$ cat config.mk
export PLATFORM = sky130hd
export DESIGN_NAME = tournament_update_unit
export DESIGN_NICKNAME = d
export VERILOG_FILES = /design/src/rtl/tournament_pkg.sv /design/src/rtl/branch_meta_fifo.sv /design/src/rtl/tournament_update_unit.sv
export SDC_FILE = /design/constraint.sdc
export NUM_CORES = 1
export LEC_CHECK = 0
export ABC_AREA = 1
export CORE_MARGIN = 2
export CORE_UTILIZATION = 56
export CTS_CLUSTER_DIAMETER = 150
export DETAILED_ROUTE_END_ITERATION = 8
export GPL_ROUTABILITY_DRIVEN = 0
export PLACE_DENSITY_LB_ADDON = 0.08
export SYNTH_ARGS = -nofsm -noshare
export SYNTH_HDL_FRONTEND = slang
export SYNTH_SLANG_ARGS = --single-unit
$ cat constraint.sdc
create_clock -name clock -period 3.4 [get_ports clock]
set_clock_uncertainty 0.15 [all_clocks]
set_input_delay 0.68 -clock clock [delete_from_list [all_inputs] [get_ports clock]]
set_output_delay 0.68 -clock clock [all_outputs]
set_load 0.02 [all_outputs]
$ cat src/rtl/tournament_pkg.sv
// Shared types, widths and counter helpers for the tournament predictor update path.
package tournament_pkg;

  localparam int unsigned PC_W       = 32;
  localparam int unsigned GHR_W      = 12;
  localparam int unsigned LHIST_W    = 10;
  localparam int unsigned LHT_IDX_W  = 10;
  localparam int unsigned FIFO_DEPTH = 8;

  // Sweep covers the largest of the four tables.
  localparam int unsigned SWEEP_W =
    (GHR_W > LHIST_W) ? ((GHR_W > LHT_IDX_W) ? GHR_W : LHT_IDX_W)
                      : ((LHIST_W > LHT_IDX_W) ? LHIST_W : LHT_IDX_W);

  typedef logic [1:0] ctr2_t;
  localparam ctr2_t CTR_WEAK_T = 2'b10;

  typedef enum logic {
    ST_INIT = 1'b0,
    ST_RUN  = 1'b1
  } upd_state_t;

  typedef struct packed {
    logic [PC_W-1:0]    pc;
    logic [GHR_W-1:0]   ghr;
    logic [LHIST_W-1:0] lhist;
    logic               pred_global;
    logic               pred_local;
    logic               pred_taken;
  } branch_meta_t;

  function automatic ctr2_t sat_inc(input ctr2_t c);
    return (c == 2'b11) ? c : ctr2_t'(c + 2'b01);
  endfunction

  function automatic ctr2_t sat_dec(input ctr2_t c);
    return (c == 2'b00) ? c : ctr2_t'(c - 2'b01);
  endfunction

  function automatic ctr2_t ctr_update(input ctr2_t c, input logic up);
    return up ? sat_inc(c) : sat_dec(c);
  endfunction

endpackage

$ cat src/rtl/branch_meta_fifo.sv
// In-order FIFO of predict-time branch metadata awaiting resolution.
module branch_meta_fifo
  import tournament_pkg::*;
#(
  parameter int unsigned DEPTH = FIFO_DEPTH
) (
  input  logic         clock,
  input  logic         reset,
  input  logic         clear,
  input  logic         push_valid,
  output logic         push_ready_c,
  input  branch_meta_t push_data,
  output logic         pop_valid_c,
  input  logic         pop_ready,
  output branch_meta_t pop_data_c
);

  localparam int unsigned PTR_W = $clog2(DEPTH);
  localparam int unsigned CNT_W = PTR_W + 1;

  branch_meta_t       mem [DEPTH];
  logic [PTR_W-1:0]   wr_ptr;
  logic [PTR_W-1:0]   rd_ptr;
  logic [CNT_W-1:0]   count;
  logic               push;
  logic               pop;

  // A full FIFO refuses a push even when a pop happens in the same cycle.
  assign push_ready_c = (count < CNT_W'(DEPTH));
  assign pop_valid_c  = (count != '0);
  assign pop_data_c   = mem[rd_ptr];
  assign push         = push_valid & push_ready_c;
  assign pop          = pop_ready & pop_valid_c;

  always_ff @(posedge clock or negedge reset) begin
    if (!reset) begin
      wr_ptr <= '0;
      rd_ptr <= '0;
      count  <= '0;
    end else if (clear) begin
      wr_ptr <= '0;
      rd_ptr <= '0;
      count  <= '0;
    end else begin
      if (push) wr_ptr <= PTR_W'(wr_ptr + 1'b1);
      if (pop)  rd_ptr <= PTR_W'(rd_ptr + 1'b1);
      case ({push, pop})
        2'b10:   count <= CNT_W'(count + 1'b1);
        2'b01:   count <= CNT_W'(count - 1'b1);
        default: count <= count;
      endcase
    end
  end

  // Storage is not reset; entries are only observed once pushed.
  always_ff @(posedge clock) begin
    if (push) mem[wr_ptr] <= push_data;
  end

endmodule

$ cat src/rtl/tournament_update_unit.sv
// Resolution-side trainer for the tournament predictor: table init sweep,
// counter/LHT read-modify-write, mispredict flag and GHR restore.
module tournament_update_unit
  import tournament_pkg::*;
#(
  parameter int unsigned DEPTH = FIFO_DEPTH
) (
  input  logic                 clock,
  input  logic                 reset,
  input  logic                 pred_valid,
  output logic                 pred_ready,
  input  logic [PC_W-1:0]      pred_pc,
  input  logic [GHR_W-1:0]     pred_ghr,
  input  logic [LHIST_W-1:0]   pred_lhist,
  input  logic                 pred_global,
  input  logic                 pred_local,
  input  logic                 pred_taken,
  input  logic                 res_valid,
  output logic                 res_ready,
  input  logic                 res_taken,
  input  logic                 flush,
  output logic                 mispredict,
  output logic [GHR_W-1:0]     restore_ghr,
  output logic [GHR_W-1:0]     glob_rd_idx,
  output logic [LHIST_W-1:0]   loc_rd_idx,
  output logic [GHR_W-1:0]     cho_rd_idx,
  input  ctr2_t                glob_rd_data,
  input  ctr2_t                loc_rd_data,
  input  ctr2_t                cho_rd_data,
  output logic                 glob_wr_en,
  output logic [GHR_W-1:0]     glob_wr_idx,
  output ctr2_t                glob_wr_data,
  output logic                 loc_wr_en,
  output logic [LHIST_W-1:0]   loc_wr_idx,
  output ctr2_t                loc_wr_data,
  output logic                 cho_wr_en,
  output logic [GHR_W-1:0]     cho_wr_idx,
  output ctr2_t                cho_wr_data,
  output logic                 lht_wr_en,
  output logic [LHT_IDX_W-1:0] lht_wr_idx,
  output logic [LHIST_W-1:0]   lht_wr_data,
  output logic                 init_done
);

  localparam int unsigned SWEEP_CW   = SWEEP_W + 1;
  localparam int unsigned SWEEP_SIZE = 2 ** SWEEP_W;

  upd_state_t          state;
  upd_state_t          state_nxt;
  logic [SWEEP_CW-1:0] sweep_cnt;
  logic                sweep_en;
  logic [SWEEP_W-1:0]  sweep_idx;
  logic                sweep_more;

  branch_meta_t        push_meta;
  branch_meta_t        head;
  logic                head_valid;
  logic                fifo_push_ready;
  logic                run;
  logic                res_fire;

  logic                s1_valid;
  branch_meta_t        s1_meta;
  logic                s1_taken;

  logic                prev_glob_en;
  logic [GHR_W-1:0]    prev_glob_idx;
  ctr2_t               prev_glob_data;
  logic                prev_loc_en;
  logic [LHIST_W-1:0]  prev_loc_idx;
  ctr2_t               prev_loc_data;
  logic                prev_cho_en;
  logic [GHR_W-1:0]    prev_cho_idx;
  ctr2_t               prev_cho_data;

  ctr2_t               glob_old;
  ctr2_t               loc_old;
  ctr2_t               cho_old;
  logic                unused_pc_bits;

  assign run        = (state == ST_RUN);
  assign init_done  = run;
  assign pred_ready = run & fifo_push_ready & ~flush;
  assign res_ready  = run & head_valid;
  assign res_fire   = res_valid & res_ready;
  assign sweep_more = (sweep_cnt < SWEEP_CW'(SWEEP_SIZE));

  assign push_meta.pc          = pred_pc;
  assign push_meta.ghr         = pred_ghr;
  assign push_meta.lhist       = pred_lhist;
  assign push_meta.pred_global = pred_global;
  assign push_meta.pred_local  = pred_local;
  assign push_meta.pred_taken  = pred_taken;

  assign unused_pc_bits = ^{s1_meta.pc[PC_W-1:LHT_IDX_W+2], s1_meta.pc[1:0]};

  branch_meta_fifo #(.DEPTH(DEPTH)) u_fifo (
    .clock        (clock),
    .reset        (reset),
    .clear        (flush),
    .push_valid   (pred_valid & run & ~flush),
    .push_ready_c (fifo_push_ready),
    .push_data    (push_meta),
    .pop_valid_c  (head_valid),
    .pop_ready    (res_valid & run),
    .pop_data_c   (head)
  );

  // State register.
  always_ff @(posedge clock or negedge reset) begin
    if (!reset) state <= ST_INIT;
    else        state <= state_nxt;
  end

  // Next-state: leave INIT once every index has been written.
  always_comb begin
    state_nxt = state;
    case (state)
      ST_INIT: if (sweep_cnt == SWEEP_CW'(SWEEP_SIZE)) state_nxt = ST_RUN;
      ST_RUN:  state_nxt = ST_RUN;
    endcase
  end

  // Sweep counter; write strobe is registered so nothing writes during reset.
  always_ff @(posedge clock or negedge reset) begin
    if (!reset) begin
      sweep_cnt <= '0;
      sweep_en  <= 1'b0;
      sweep_idx <= '0;
    end else if (state == ST_INIT) begin
      sweep_en  <= sweep_more;
      sweep_idx <= sweep_cnt[SWEEP_W-1:0];
      if (sweep_more) sweep_cnt <= SWEEP_CW'(sweep_cnt + 1'b1);
    end else begin
      sweep_en  <= 1'b0;
    end
  end

  // S0 -> S1 capture of the resolved head entry.
  always_ff @(posedge clock or negedge reset) begin
    if (!reset) begin
      s1_valid <= 1'b0;
      s1_meta  <= '0;
      s1_taken <= 1'b0;
    end else begin
      s1_valid <= res_fire;
      if (res_fire) begin
        s1_meta  <= head;
        s1_taken <= res_taken;
      end
    end
  end

  // Last cycle's writes, forwarded because the tables return pre-write data.
  always_ff @(posedge clock or negedge reset) begin
    if (!reset) begin
      prev_glob_en   <= 1'b0;
      prev_glob_idx  <= '0;
      prev_glob_data <= '0;
      prev_loc_en    <= 1'b0;
      prev_loc_idx   <= '0;
      prev_loc_data  <= '0;
      prev_cho_en    <= 1'b0;
      prev_cho_idx   <= '0;
      prev_cho_data  <= '0;
    end else begin
      prev_glob_en   <= glob_wr_en;
      prev_glob_idx  <= glob_wr_idx;
      prev_glob_data <= glob_wr_data;
      prev_loc_en    <= loc_wr_en;
      prev_loc_idx   <= loc_wr_idx;
      prev_loc_data  <= loc_wr_data;
      prev_cho_en    <= cho_wr_en;
      prev_cho_idx   <= cho_wr_idx;
      prev_cho_data  <= cho_wr_data;
    end
  end

  // Outputs: table reads from the head, writes from the sweep or from S1.
  always_comb begin
    glob_rd_idx  = '0;
    loc_rd_idx   = '0;
    cho_rd_idx   = '0;
    glob_wr_en   = 1'b0;
    glob_wr_idx  = '0;
    glob_wr_data = '0;
    loc_wr_en    = 1'b0;
    loc_wr_idx   = '0;
    loc_wr_data  = '0;
    cho_wr_en    = 1'b0;
    cho_wr_idx   = '0;
    cho_wr_data  = '0;
    lht_wr_en    = 1'b0;
    lht_wr_idx   = '0;
    lht_wr_data  = '0;
    mispredict   = 1'b0;
    restore_ghr  = '0;

    glob_old = (prev_glob_en && prev_glob_idx == s1_meta.ghr)   ? prev_glob_data : glob_rd_data;
    loc_old  = (prev_loc_en  && prev_loc_idx  == s1_meta.lhist) ? prev_loc_data  : loc_rd_data;
    cho_old  = (prev_cho_en  && prev_cho_idx  == s1_meta.ghr)   ? prev_cho_data  : cho_rd_data;

    if (res_ready) begin
      glob_rd_idx = head.ghr;
      cho_rd_idx  = head.ghr;
      loc_rd_idx  = head.lhist;
    end

    if (sweep_en) begin
      glob_wr_en   = 1'b1;
      glob_wr_idx  = sweep_idx[GHR_W-1:0];
      glob_wr_data = CTR_WEAK_T;
      loc_wr_en    = 1'b1;
      loc_wr_idx   = sweep_idx[LHIST_W-1:0];
      loc_wr_data  = CTR_WEAK_T;
      cho_wr_en    = 1'b1;
      cho_wr_idx   = sweep_idx[GHR_W-1:0];
      cho_wr_data  = CTR_WEAK_T;
      lht_wr_en    = 1'b1;
      lht_wr_idx   = sweep_idx[LHT_IDX_W-1:0];
      lht_wr_data  = '0;
    end else if (s1_valid) begin
      glob_wr_en   = 1'b1;
      glob_wr_idx  = s1_meta.ghr;
      glob_wr_data = ctr_update(glob_old, s1_taken);
      loc_wr_en    = 1'b1;
      loc_wr_idx   = s1_meta.lhist;
      loc_wr_data  = ctr_update(loc_old, s1_taken);
      // Choice trains toward whichever component was right, only on disagreement.
      if (s1_meta.pred_global != s1_meta.pred_local) begin
        cho_wr_en   = 1'b1;
        cho_wr_idx  = s1_meta.ghr;
        cho_wr_data = ctr_update(cho_old, s1_meta.pred_global == s1_taken);
      end
      lht_wr_en    = 1'b1;
      lht_wr_idx   = s1_meta.pc[LHT_IDX_W+1:2];
      lht_wr_data  = {s1_meta.lhist[LHIST_W-2:0], s1_taken};
      mispredict   = (s1_meta.pred_taken != s1_taken);
      restore_ghr  = {s1_meta.ghr[GHR_W-2:0], s1_taken};
    end
  end

endmodule

==> results.md <==
- Final-report max-slew violation count: 0
- Post-Route WL: 41.22 mm
- Status: finished clean
- Num CTS Buffers: 41
- Clock latency on the worst-skew pair: 550 ps
- Clk buf depth: 3
- Per-cell routed wire length: 20.06 um
- P per Cell Area: 482.8 mW/mm^2
- Data required, critical path: 2570 ps
- Synth area leaders: edfxtp_1, dfrtp_1, nor2_1
- H-Tree Depth: 2
- Post-synthesis simple-gate area fraction: 0.1228
- FMAX: 297.7 MHz
- RSZ-0062 raised after global routing: yes
- Leak: 8.103 nW
- Hold buffers post-CTS: 0
- Syn. warnings: 0
- Port bufs: 160
- Xor/xnor share of the synthesized area: 0.01010
- Post-route ant nets: 0
- Top FF cell, synth: edfxtp_1
- Slew of the pin with the lowest slew margin: 796.9 ps
- DR vias/cell: 5.737
- Vias in the first global route: 11,285
- Finish-stage setup viols: 0
- Die width: 175.6 um
- Sink Count: 396
- Largest family of logic cells by synthesized area: simple AND/OR/NAND/NOR gates
- Initial antenna violation count: 0
- Seq/Total Area, Yosys: 0.6863
- Initial Util: 0.5711
- Vias after detailed routing: 11,789
- P&R area growth vs syn: 21.26%
- CTS clk-pin slew, worst paths: 60 ps
- Cells after Synth: 1,477
- Antenna diodes: 0
- Layout cell share with drive strength beyond 1: 0.1053
- Grt total ovfl: 0
- Synth area leader: edfxtp_1
- Ys async rst share: 0.2929
- # rows: 62
- Mapped cell area: 0.01648 mm^2
- Fin cells: 2,055
- Hold Fails Final Rpt: 0
- GR Util All Layers: 0.2693
- DP Area: 0.01868 mm^2
- Post-synthesis compound-gate area fraction: 0.1217
- Largest net degree at the start of global routing: 58
- DP HPWL: 26.33 mm
- Initial DRC count: 1,170
- Design area: 0.01999 mm^2
- Nets: 1,714
- VDD IR max: 0.4091 mV
- Relative slew margins: 0.4679
- WS Path Type: reg2out
- Top-count cell post-synth: edfxtp_1
- Syn avg cell area: 11.16 um^2
- Drt drc: 0
- Critical Path End Type: output port
- CP Max Fanout: 21
- CTS tree: built
- Root cell of the clock tree: clkbuf_16
- Unique masters post-synth: 39
- Die Y: 175.6 um
- Maxcap violations: 0
- Drt pass-1 iters: 6
- Die area: 0.03082 mm^2
- Synth Area in Adders: 0.005769
- Yosys top cell area share: 0.5101
- # IOs: 183
- Arr. time, crit path: 2530 ps
- First-pass GRT wire length: 63.76 mm
- # resized after CTS: 63
- Number of post-CTS setup repair buffers: 0
- Core Region: 0.02886 mm^2
- #FFs+latches synth: 396
- Inst Count DP: 1,979
- Min-Delay Path Class: in2async
- Crit path launch type: register
- Final min period: 3359 ps
- Syn_nets: 1,553
- Mux share of post-synthesis cell area: 0
- Final worst-path cycle share: 0.9880
- Commonest cells in the netlist: edfxtp_1, nor2_1, nand2_1
- EDFF count, synth: 280
-- final timing paths --
kind                                       start               to  slack (ps)  cells after the start
worst max-delay path            u_fifo.rd_ptr[0]  glob_rd_idx[10]          40                      7
worst min-delay path                       reset    sweep_idx[10]          50                      1
worst max register to register   u_fifo.count[0]  u_fifo.count[2]         560                     12
worst min register to register     sweep_cnt[10]    sweep_cnt[10]         320                      1
max in group asynchronous                  reset  u_fifo.count[1]        2240                      2
min in group clock                 sweep_cnt[10]    sweep_cnt[10]         320                      1
-- power breakdown --
group / switching (mW) / total (mW) / internal, mW
Combinational: 0.147 / 0.238 / 0.0912
Clock: 1.80 / 4.18 / 2.38
Sequential: 0.0272 / 5.23 / 5.20
-- kinds of logic (layout without fill, tap and decap cells) --
group / count (synthesis) / in the layout
compound gates: 351 / 351
xor+xnor: 19 / 19
fa+ha+maj: 7 / 7
buf+inv: 204 / 398
flops: 396 / 396
simple gates: 500 / 500
-- layout make-up --
class                   instances  area, um^2
clock buffers                  58        1120
multi-input cells             877        4405
flip-flops and latches        396       11320
repair buffers                206        2092
inverters                     116       440.4
well taps                     384       480.5
fillers                      2166        8871
clock inverters                18       127.6
-- flip-flops by register name, indices dropped and copies added, names as in the netlist --
signal and cells:
init_done 1, prev_cho_data 2, prev_cho_en 1, prev_cho_idx 12, prev_glob_data 2, prev_glob_idx 12, prev_loc_data 2, prev_loc_en 1
prev_loc_idx 10, s1_meta 35, s1_taken 1, s1_valid 1, sweep_cnt 13, sweep_en 1, sweep_idx 12, u_fifo.count 4
u_fifo.mem 280, u_fifo.rd_ptr 3, u_fifo.wr_ptr 3
-- through the flow --
step                setup TNS (ps)  utilization  hold WS [ps]  setup slack, ps  total power [mW]
floorplan                   -20260            -         234.4           -78.49             5.406
global placement                 0       0.6473         308.6            241.8             5.552
detailed placement               0       0.6473         309.8            238.4             5.562
CTS                              0       0.6903         74.52            2.582             9.705
global route                -250.8       0.6926         121.3           -51.00             9.921
finish                           0       0.6926         47.59            40.93             9.650
-- placed cells by master, fill, tap and decap left out, types with 7 or more instances in the layout --
cell	Yosys	layout
inv_1	87	86
clkbuf_1	47	14
clkbuf_2	0	7
dlygate4sd2_1	0	30
clkbuf_16	0	41
nand3_1	28	28
nor2_1	229	219
xor2_1	12	12
xnor2_1	7	7
o221ai_1	44	44
nor2_4	2	10
inv_2	27	27
o21ai_0	160	146
dfrtp_1	116	110
nand2_1	219	219
clkdlybuf4s50_1	0	91
o22ai_1	30	30
buf_12	0	12
buf_4	19	34
dlymetal6s2s_1	0	25
o21ai_1	92	100
a21oi_1	8	8
edfxtp_1	280	280
clkinv_1	1	10
-- critical path, stage by stage (launching register included) --
cell and delay, ps:
dfrtp_4 540, inv_6 190, buf_4 230, o21ai_1 90, o221ai_1 150, o21ai_1 140
nor2_1 240, dlygate4sd2_1 380
-- routing by layer --
layer | part of all wire | global-route usage | vias to the layer above | wire, um
li1 | - | - | 5455 | -
met1 | 0.42 | 0.3801 | 5740 | 17370
met2 | 0.47 | 0.4318 | 495 | 19360
met3 | 0.077 | 0.03983 | 99 | 3164
met4 | 0.032 | 0.09676 | 0 | 1328
met5 | 0 | 0 | - | 0
Note: power is estimated with default switching activity, not from simulation.
